File: src/rtl/sa_input_skewer.sv
// rtl/sa_input_skewer.sv - FIFO read side feeding weights and diagonally skewed rows to the systolic array
module sa_input_skewer #(
    parameter int DSIZE     = 32,
    parameter int LANES     = 3,
    parameter int LANE_W    = 8,
    parameter int NUM_W     = 3,
    parameter int NUM_ROWS  = 6,
    parameter int FLUSH_CYC = 5,
    localparam int WIW      = (NUM_W > 1) ? $clog2(NUM_W) : 1,
    localparam int RCW      = (NUM_ROWS > 1) ? $clog2(NUM_ROWS) : 1,
    localparam int FCW      = (FLUSH_CYC > 1) ? $clog2(FLUSH_CYC) : 1
) (
    input  logic                     clk,
    input  logic                     rst_n,
    input  logic                     start,
    input  logic [DSIZE-1:0]         fifo_rdata,
    input  logic                     fifo_rempty,
    output logic                     fifo_rinc,
    output logic                     w_valid,
    output logic [WIW-1:0]           w_idx,
    output logic [DSIZE-1:0]         w_data,
    output logic                     sa_en,
    output logic [LANES*LANE_W-1:0]  sa_in,
    output logic                     busy,
    output logic                     done
);

    typedef enum logic [2:0] {
        S_IDLE,
        S_LOAD_W,
        S_STREAM,
        S_FLUSH,
        S_DONE
    } state_t;

    state_t           state_q, state_d;
    logic [WIW-1:0]   wcnt_q;
    logic [RCW-1:0]   rcnt_q;
    logic [FCW-1:0]   fcnt_q;
    logic             w_valid_q, sa_en_q;
    logic [WIW-1:0]   w_idx_q;
    logic [DSIZE-1:0] w_data_q;
    logic             pop, adv, flush, clr;

    assign clr = (state_q == S_IDLE) && start;

    always_comb begin
        state_d = state_q;
        pop     = 1'b0;
        adv     = 1'b0;
        flush   = 1'b0;
        case (state_q)
            S_IDLE: begin
                if (start) state_d = S_LOAD_W;
            end
            S_LOAD_W: begin
                pop = !fifo_rempty;
                if (pop && wcnt_q == WIW'(NUM_W - 1)) state_d = S_STREAM;
            end
            S_STREAM: begin
                pop = !fifo_rempty;
                adv = pop;
                if (pop && rcnt_q == RCW'(NUM_ROWS - 1)) state_d = S_FLUSH;
            end
            S_FLUSH: begin
                adv   = 1'b1;
                flush = 1'b1;
                if (fcnt_q == FCW'(FLUSH_CYC - 1)) state_d = S_DONE;
            end
            S_DONE: begin
                state_d = S_IDLE;
            end
            default: begin
                state_d = S_IDLE;
            end
        endcase
    end

    always_ff @(posedge clk or negedge rst_n) begin
        if (!rst_n) begin
            state_q   <= S_IDLE;
            wcnt_q    <= '0;
            rcnt_q    <= '0;
            fcnt_q    <= '0;
            w_valid_q <= 1'b0;
            w_idx_q   <= '0;
            w_data_q  <= '0;
            sa_en_q   <= 1'b0;
        end else begin
            state_q   <= state_d;
            w_valid_q <= pop && (state_q == S_LOAD_W);
            sa_en_q   <= adv;
            if (clr) begin
                wcnt_q <= '0;
                rcnt_q <= '0;
                fcnt_q <= '0;
            end else begin
                if (pop && state_q == S_LOAD_W) begin
                    wcnt_q   <= wcnt_q + WIW'(1);
                    w_idx_q  <= wcnt_q;
                    w_data_q <= fifo_rdata;
                end
                if (pop && state_q == S_STREAM) rcnt_q <= rcnt_q + RCW'(1);
                if (flush) fcnt_q <= fcnt_q + FCW'(1);
            end
        end
    end

    // Lane k: k delay stages then the output stage, all advancing together so a stall freezes the diagonal
    for (genvar k = 0; k < LANES; k++) begin : g_lane
        logic [LANE_W-1:0] in_w;
        logic [LANE_W-1:0] lane_q;

        assign in_w = flush ? '0 : fifo_rdata[k*LANE_W +: LANE_W];
        assign sa_in[k*LANE_W +: LANE_W] = lane_q;

        if (k == 0) begin : g_direct
            always_ff @(posedge clk or negedge rst_n) begin
                if (!rst_n)   lane_q <= '0;
                else if (clr) lane_q <= '0;
                else if (adv) lane_q <= in_w;
            end
        end else begin : g_delayed
            logic [LANE_W-1:0] dly_q [k];

            always_ff @(posedge clk or negedge rst_n) begin
                if (!rst_n) begin
                    lane_q <= '0;
                    for (int j = 0; j < k; j++) dly_q[j] <= '0;
                end else if (clr) begin
                    lane_q <= '0;
                    for (int j = 0; j < k; j++) dly_q[j] <= '0;
                end else if (adv) begin
                    lane_q   <= dly_q[k-1];
                    dly_q[0] <= in_w;
                    for (int j = 1; j < k; j++) dly_q[j] <= dly_q[j-1];
                end
            end
        end
    end

    assign fifo_rinc = pop;
    assign w_valid   = w_valid_q;
    assign w_idx     = w_idx_q;
    assign w_data    = w_data_q;
    assign sa_en     = sa_en_q;
    assign busy      = (state_q != S_IDLE);
    assign done      = (state_q == S_DONE);

endmodule

File: config.mk
export PLATFORM = sky130hd
export DESIGN_NAME = sa_input_skewer
export DESIGN_NICKNAME = d
export VERILOG_FILES = /design/src/rtl/sa_input_skewer.sv
export SDC_FILE = /design/constraint.sdc
export NUM_CORES = 1
export LEC_CHECK = 0
export ABC_AREA = 1
export CAP_MARGIN = 5
export CORE_MARGIN = 8
export CORE_UTILIZATION = 50
export CTS_BUF_LIST = sky130_fd_sc_hd__clkbuf_4
export CTS_CLUSTER_SIZE = 20
export DETAILED_ROUTE_END_ITERATION = 7
export PLACE_DENSITY = 0.92
export SYNTH_ARGS = -nofsm -noshare
export SYNTH_HDL_FRONTEND = slang
export SYNTH_SLANG_ARGS = --single-unit
File: constraint.sdc
create_clock -name clk -period 2 [get_ports clk]
set_clock_uncertainty 0.2 [all_clocks]
set_input_delay 0.2 -clock clk [delete_from_list [all_inputs] [get_ports clk]]
set_output_delay 0.2 -clock clk [all_outputs]
set_load 0.1 [all_outputs]
---- Word-level counts from Yosys, hierarchy flattened ----
Index checks and enable logic that the tools add are counted.
storage, ports and cells
  bits in registers ....................... 95
  word-level logic and storage cells ...... 71
  input bits .............................. 36
  output and inout bits ................... 63
cells by class
  bitwise operators ....................... 1
  reduce and logical (&&, ||, !) cells .... 15
  add/sub/neg operators ................... 3
  equality and inequality tests ........... 11
  muxes and demuxes ....................... 27
operator list
  cell                                                 number
  2-to-1 mux 8 bit                                     11
  2-to-1 mux 16 bit                                    2
  2-to-1 mux 3 bit                                     8
  one-hot mux 3 bit (4 select lines)                   1
  equality test 3 bit, second input constant           3
  != test 2 bit, second input constant                 4
  nonzero test 2 bit                                   4
  adder 3 x 1 -> 3 bit, second input constant          2
  equality test 3 x 2 -> 1 bit, second input constant  2
  logical AND 1 bit                                    5
  2-to-1 mux 2 bit                                     2
  AND reduction 4 bit                                  1
  equality test 3 x 1 -> 1 bit, second input constant  1
  zero test 3 bit                                      1
  nonzero test 3 bit                                   1
  adder 2 x 1 -> 2 bit, second input constant          1
  equality test 2 bit, second input constant           1
  2-to-1 mux 1 bit                                     2
  one-hot mux 1 bit (2 select lines)                   1
  AND reduction 2 bit                                  1
  OR reduction 2 bit                                   1
  zero test 1 bit                                      1
  inverter 1 bit                                       1

---- Depth between registers and ports, before layout ----
Gate-level depths: netlist of run 1.
  word-level depth ........................ 6
  mapped depth ............................ 9

---- Least setup slack after synthesis of run 1 ----
No wires, ideal clock.
  kind .................................... reg-to-output
  start point ............................. reg state_q[2]
  end point ............................... out fifo_rinc
  arrival ................................. 2.186 ns
  required time ........................... 1.600 ns
  buffers on the path ..................... 0
  path slack .............................. -0.586 ns
  stages on the path, launching flop included .. 4
  cell sequence ........................... dfrtp_1 nor2_1 nand2_1 a21oi_1
on the way
  longest elaborated chain between the ends .. 3
ends and longest elaborated chain
  element                                                                              line  RTL
  start, declared                                                                      36    state_t state_q, state_d;
  start signal, assigned                                                               90    state_q <= state_d;
  equality test 3 x 1 -> 1 bit / equality test 3 x 2 -> 1 bit (equally long branches)  52    case (state_q)
  OR reduction 2 bit (no source line) (*)                                              --
  2-to-1 mux 1 bit (*)                                                                 --
  end, declared                                                                        18    output logic fifo_rinc,
Every way passes the cells marked *; elsewhere a longest branch is shown, timed or not.

---- Final worst setup path of run 1 ----
Ends and elaborated chain as after synthesis.

==> implementation parameters, run 1 <==
Parameter                              Value

Outcome
  Run status ... finished, final reports clean

Route
  Post-Route WL ... 9.149 mm
  DRT Pass-1 Iters ... 4
  Routed vias ... 3109
  Initial DRC Count ... 103
  Final routed DRC violation total ... 0
  Detail-routed via count per cell ... 4.873
  Routed length per instance ... 14.34 um
  Routed Antenna Nets ... 0

GRT
  Pin count of the biggest net entering global routing ... 38
  Number of global-route vias before repair ... 3230
  GRT Overall Usage ... 0.1804
  Initial antenna violation count ... 0
  First-pass GRT wire length ... 14.96 mm
  Remaining global-route overflow ... 0

Critical path
  Worst flop-to-flop path startpoint ... state_q[2]
  Worst path required time ... 1600 ps
  Type of the worst setup path ... flop to output pin
  Register-to-Register Setup Slack ... 240 ps
  Startpoint kind of the worst setup timing path ... flop
  FF-to-FF End ... g_lane[2].g_delayed.dly_q[14]
  Beginning of the critical path ... state_q[2]
  Cells on worst reg2reg path ... 7
  Kind of capture point of the worst setup path ... output pin
  Critical path peak fanout ... 4
  Worst setup path endpoint ... fifo_rinc
  Data arrival time of the critical path ... 1540 ps

Timing
  Final Hold Slack ... 56.96 ps
  Least-Margin Pin Slew ... 478.3 ps
  Final hold viol count ... 0
  Max frequency ... 0.5168 GHz
  Final count of negative-setup-slack endpoints ... 0
  Worst slew slack as a fraction of its limit ... 0.6811
  Final period util ... 0.9676
  Min Clock Period, post-route ... 1935 ps
  Number of max-slew violations in the final report ... 0

Placement
  Post-detail-place hpwl ... 6.798 mm
  Quantity of I/O buffers inserted on ports ... 98
  Cell Count Post-Placement ... 617
  RD Place Congestion ... 0.8143

Synth
  Sequential fraction of the synthesis area ... 0.6277
  Number of synthesis warnings ... 0
  Dominant synthesized flop cell ... dfrtp_1
  Post-synthesis cell count ... 424
  Share of the synthesized area in the top cell type ... 0.6277
  Post-synthesis area per instance ... 8.933 sq um
  Count of distinct cell types in the synthesized netlist ... 23
  Cell with the most instances after synthesis ... nand2_1
  Post-synth EDFFs ... 0
  Number of synthesized register bits ... 95
  Commonest cells post-synth ... 250 x nand2_1, 95 x dfrtp_1, 21 x nand3_1
  Net count of the mapped netlist ... 465
  Top area cells in the synthesized netlist ... dfrtp_1 63%, nand2_1 25%, nand3_1 2.8%
  Cell type with the largest total area after synthesis ... dfrtp_1
  Post-synthesis instance area ... 0.003787 sq mm
  Share of synthesized flip-flops with an asynchronous set or reset ... 1.000

Floorplan
  Cell Rows ... 31
  Top-level I/O count ... 99
  Die X-Extent ... 103.0 um
  Effective utilization at floorplan ... 0.5194
  Core Region ... 0.007292 sq mm
  Total Die Area ... 0.01062 sq mm
  Vert. Die Dim ... 103.0 um

Clocking
  CTS tree ... yes
  Clk Latency, worst-skew pair ... 430 ps
  Buffer levels on the longest clock path ... 2
  Buffer cell driving the clock tree root ... clkbuf_4
  Number of buffers created by CTS ... 9
  Sinks on the clock net ... 95
  Clock transition time at the flip-flop clock pins of the worst setup and hold paths ... 150 ps
  Depth of the CTS H-tree ... 3

Cells and area
  Post-Layout Cell Count ... 638
  Count of fill cells added during filler insertion ... 600
  Proportion of layout cells with a drive suffix above 1 ... 0.2096
  Net count of the finished layout ... 575
  Antenna diode instance count ... 0
  Area added between synthesis and finish ... 32.51%

Min path
  Worst min-delay path class ... primary input to asynchronous set/reset pin

Flow run
  Number of max-cap violations ... 0
cell usage in the layout (no fill, tap or decap):
cell type        netlist  layout
ha_1                   5       5
nand2_4                1       1
inv_8                  0       1
inv_6                  0       2
inv_2                  3       3
nor3_1                 1       1
clkinvlp_4             0       1
inv_1                  9       9
o21ai_0                4       4
clkdlybuf4s50_1        0      34
nand3_1               21      21
clkinv_1               1       1
clkbuf_4               0      10
a31oi_1                1       1
nor2_1                 3       1
bufinv_16              0       1
nand2_2                1       2
a21oi_2                0       1
o21bai_1               1       1
nor2_2                 1       1
buf_12                 0       6
nand2_1              250     249
dfrtp_1               95      93
clkinv_4               0       1
dfrtp_2                0       2
o22ai_1                1       1
buf_4                  0      75
xor2_1                 2       2
a21oi_1                3       2
dlygate4sd3_1          0       1
nand3_2                2       2
nor2_4                 2       4
per-layer routing:
metal / global-route usage / wire length, um / vias up / part of all wire
met3: 0.04119 / 528 / 26 / 0.058
met2: 0.3012 / 4617 / 89 / 0.50
met5: 0 / 0 / - / 0
li1: - / - / 1515 / -
met4: 0.1034 / 313 / 0 / 0.034
met1: 0.2090 / 3688 / 1479 / 0.40
how the worst min path moves through the flow:
stage	startpoint	to	slack (ps)	cells after the start
5_1_grt	fifo_rdata[31]	w_data[31]	70	3
3_3_place_gp	rst_n	w_idx[0]	-20	1
3_5_place_dp	rst_n	w_idx[1]	-10	1
6_report	rst_n	w_data[19]	60	2
2_1_floorplan	rst_n	fcnt_q[0]	-300	0
4_1_cts	rst_n	w_data[19]	50	2
flip-flops by register name, summed over array words and instances, names as in the netlist:
register and flops:
w_idx 2, g_lane.g_delayed.dly_q 24, w_valid 1, state_q 3
wcnt_q 2, rcnt_q 3, fcnt_q 3, sa_en 1
w_data 32, g_lane.lane_q 24
kinds of logic after synthesis:
kind of cell,Yosys count,share of synthesized area
buffers and inverters,30,0.03931
AOI/OAI and AO/OA,10,0.01454
and+or+nand+nor,282,0.2973
xor gates and xnor gates,2,0.004626
adders and majority gates,5,0.01652
DFF,95,0.6277
what timing repair did:
| item | 4_1_cts | 5_1_grt |
|---|---|---|
| endpoints found under the setup margin | 1 | 1 |
| hold buffers | 1 | 0 |
| buffers inserted | 1 | 3 |
| endpoints found under the hold margin | 95 | 0 |
| resized for setup | 3 | 2 |
| pin swaps | 1 | 1 |
final cells by class:
type	instances	area, sq um	area share
multi-input combinational	299	1282	0.2555
clock inverter	6	75.07	0.01496
clock buffer	10	75.07	0.01496
timing repair buffer	116	1033	0.2059
tap	99	123.9	0.02468
inverter	13	48.80	0.009723
sequential	95	2380	0.4742
worst max-delay path, cell delays in order (launching register included):
cell and delay, ps:
dfrtp_2 490, nor2_4 150, nand2_1 100, a21oi_2 190
buf_12 190
per-stage QoR:
stage          utilization  instance area [sq um]  setup WS, ps  setup TNS [ps]
2_1_floorplan            -                   3794        -30.33          -30.33
3_3_place_gp        0.6604                   4816         205.6               0
3_5_place_dp        0.6604                   4816         107.2               0
4_1_cts             0.6841                   4989         15.53               0
5_1_grt             0.6882                   5019        -10.48          -10.48
6_report            0.6882                   5019         64.87               0
Power of run 1 is not shown: default switching activity piles up to over one toggle a cycle in this logic, so the estimate is an artifact.
==> inputs of run 2 (changes only) <==
- GPL_TIMING_DRIVEN: not set -> 0
- SETUP_SLACK_MARGIN: not set -> 0.02
- SKIP_CTS_REPAIR_TIMING: not set -> 1
==> run 2 against run 1 <==
Compared with the run above:
- the flow now finishes with violations (setup timing)
- via count is 1.1% higher
- setup slack lost 110 ps
- critical path depth unchanged
- clock-buffer cell count fell by 1
- utilization fell by 3.3 points
- first-iteration DRC count increased by 3.9%
- die area unchanged
- wire length is 2.9% higher
- hold slack improved by 13 ps
- non-clock buffer count rose by 2
==> implementation parameters, run 2 (same netlist as run 1, synthesis figures left out) <==
Parameter                              Value

Timing
  Least-Margin Pin Slew ... 586.5 ps (was 478.3 ps)
  Min Clock Period, post-route ... 2049 ps (was 1935 ps)
  Final hold viol count ... 0 (unchanged)
  Final worst slack ... -49.28 ps (was 64.87 ps)
  Final period util ... 1.025 (was 0.9676)
  Number of max-slew violations in the final report ... 0 (unchanged)
  RSZ-0062 raised after global routing ... yes
  Max frequency ... 0.4880 GHz (was 0.5168 GHz)
  Worst slew slack as a fraction of its limit ... 0.6090 (was 0.6811)
  Setup tns final ... -49.28 ps (was 0 ps)
  Final count of negative-setup-slack endpoints ... 1 (was 0)

Route
  Initial DRC Count ... 107 (was 103)
  Routed vias ... 3144 (was 3109)
  Routed Antenna Nets ... 0 (unchanged)
  Final routed DRC violation total ... 0 (unchanged)
  Post-Route WL ... 9.414 mm (was 9.149 mm)
  DRT Pass-1 Iters ... 4 (unchanged)
  Detail-routed via count per cell ... 4.913 (was 4.873)
  Routed length per instance ... 14.71 um (was 14.34 um)

Critical path
  Type of the worst setup path ... flop to output pin (unchanged)
  Startpoint kind of the worst setup timing path ... flop (unchanged)
  Slowest stage cell, crit path ... dfrtp_2 (unchanged)
  Kind of capture point of the worst setup path ... output pin (unchanged)
  Total buffers and inverters traversed by the critical path ... 1 (unchanged)
  Worst path cell trace ... nor2_4, nand2_1, a21oi_2, buf_12 (unchanged)
  Worst path required time ... 1600 ps (about the same)
  Delay-heaviest family, CP ... flip-flops (unchanged)
  Slowest stage delay, CP ... 500 ps (was 490 ps)
  Data arrival time of the critical path ... 1650 ps (was 1540 ps)
  Critical path peak fanout ... 7 (was 4)

GRT
  Number of global-route vias before repair ... 3237 (was 3230)
  Initial antenna violation count ... 0 (unchanged)
  Remaining global-route overflow ... 0 (unchanged)
  Global routing met3 resource utilization ... 0.04794 (was 0.04119)
  GRT Overall Usage ... 0.1861 (was 0.1804)
  Met1 usage in global routing ... 0.2021 (was 0.2090)
  Routing layer with the top usage in global route ... met2 (unchanged)
  Grt met2 use ... 0.3251 (was 0.3012)
  Pin count of the biggest net entering global routing ... 52 (was 38)
  First-pass GRT wire length ... 15.16 mm (was 14.96 mm)

Flow run
  Number of max-cap violations ... 0 (unchanged)

Clocking
  Buffer cell driving the clock tree root ... clkbuf_4 (unchanged)
  Clk Latency, worst-skew pair ... 460 ps (was 430 ps)
  Depth of the CTS H-tree ... 3 (unchanged)
  CTS tree ... yes (unchanged)
  Number of buffers created by CTS ... 9 (unchanged)
  Clock transition time at the flip-flop clock pins of the worst setup and hold paths ... 170 ps (was 150 ps)
  Buffer levels on the longest clock path ... 2 (unchanged)
  Sinks on the clock net ... 95 (unchanged)

Floorplan
  Top-level I/O count ... 99 (unchanged)
  Cell Rows ... 31 (unchanged)
  Die X-Extent ... 103.0 um (unchanged)
  Core Region ... 0.007292 sq mm (unchanged)
  Total Die Area ... 0.01062 sq mm (unchanged)
  Effective utilization at floorplan ... 0.5194 (unchanged)
  Vert. Die Dim ... 103.0 um (unchanged)

Cells and area
  Area added between synthesis and finish ... 26.16% (was 32.51%)
  Top library cells by usage in the layout, fill and taps aside ... 250 x nand2_1, 92 x dfrtp_1, 60 x clkbuf_2 (was 249 x nand2_1, 93 x dfrtp_1, 75 x buf_4)
  Finished layout cell area ... 0.004778 sq mm (was 0.005019 sq mm)
  Proportion of layout cells with a drive suffix above 1 ... 0.2070 (was 0.2096)
  Net count of the finished layout ... 577 (was 575)
  Share of the core filled with cells ... 0.6553 (was 0.6882)
  Antenna diode instance count ... 0 (unchanged)
  Most common library cell in the layout ignoring fill and taps ... nand2_1 (unchanged)
  Max reg flops ... 32 (unchanged)

Placement
  Cell area reported after detailed placement ... 0.004923 sq mm (was 0.004816 sq mm)
  Post-detail-place hpwl ... 7.043 mm (was 6.798 mm)
  RD Place Congestion ... 0.8289 (was 0.8143)
  Quantity of I/O buffers inserted on ports ... 98 (unchanged)

Outcome
  Run status ... finished, violations left (was finished, final reports clean)
  Failing checks ... setup timing

Min path
  Worst min-delay path class ... primary input to asynchronous set/reset pin (unchanged)
run 2: changes by cell type in the layout (fill, tap and decap cells not counted), moves of 2 or more:
cell	previous run	this run
buf_12	6	1
buf_2	0	12
buf_4	75	2
buf_6	0	3
clkbuf_1	0	3
clkbuf_2	0	60
inv_6	2	4
nor2_2	1	3
nor2_4	4	2
run 2: final cells by class:
cell class / instances / area [sq um]
Clock buffer: 9 / 67.56
Timing Repair Buffer: 101 / 725.7
Sequential cell: 95 / 2381
Tap cell: 99 / 123.9
Multi-Input combinational cell: 299 / 1270
Buffer: 17 / 100.1
Inverter: 13 / 48.80
Fill cell: 636 / 2514
Clock inverter: 7 / 61.31
run 2: final timing paths:
kind                                startpoint  slack [ps]  depth (start not counted)                      endpoint
setup reg to reg                    state_q[0]         110                          9  g_lane[2].g_delayed.dly_q[4]
hold reg to reg            g_lane[2].lane_q[0]         290                          2           g_lane[2].lane_q[0]
max in group asynchronous                rst_n         890                          3                    state_q[0]
setup / recovery                    state_q[0]         -50                          4                     fifo_rinc
min in group clk                fifo_rdata[27]          70                          3                    w_data[27]
hold / removal                           rst_n          70                          2                     w_data[7]
run 2: layer usage:
metal	routed length, um	part of all wire
met1	3733	0.40
met2	4816	0.51
met3	619	0.066
met4	245	0.026
met5	0	0
run 2: stage by stage:
step / std cells / hold WS (ps) / setup slack, ps
6_report: 640 / 69.66 / -49.28
5_1_grt: 640 / 70.99 / -113.7
4_1_cts: 638 / -479.1 / -989.1
3_5_place_dp: 622 / 44.15 / -480.3
3_3_place_gp: 621 / 253.8 / -2752
2_1_floorplan: 424 / -295.6 / -30.33
Power of run 2 is left out for the same reason.
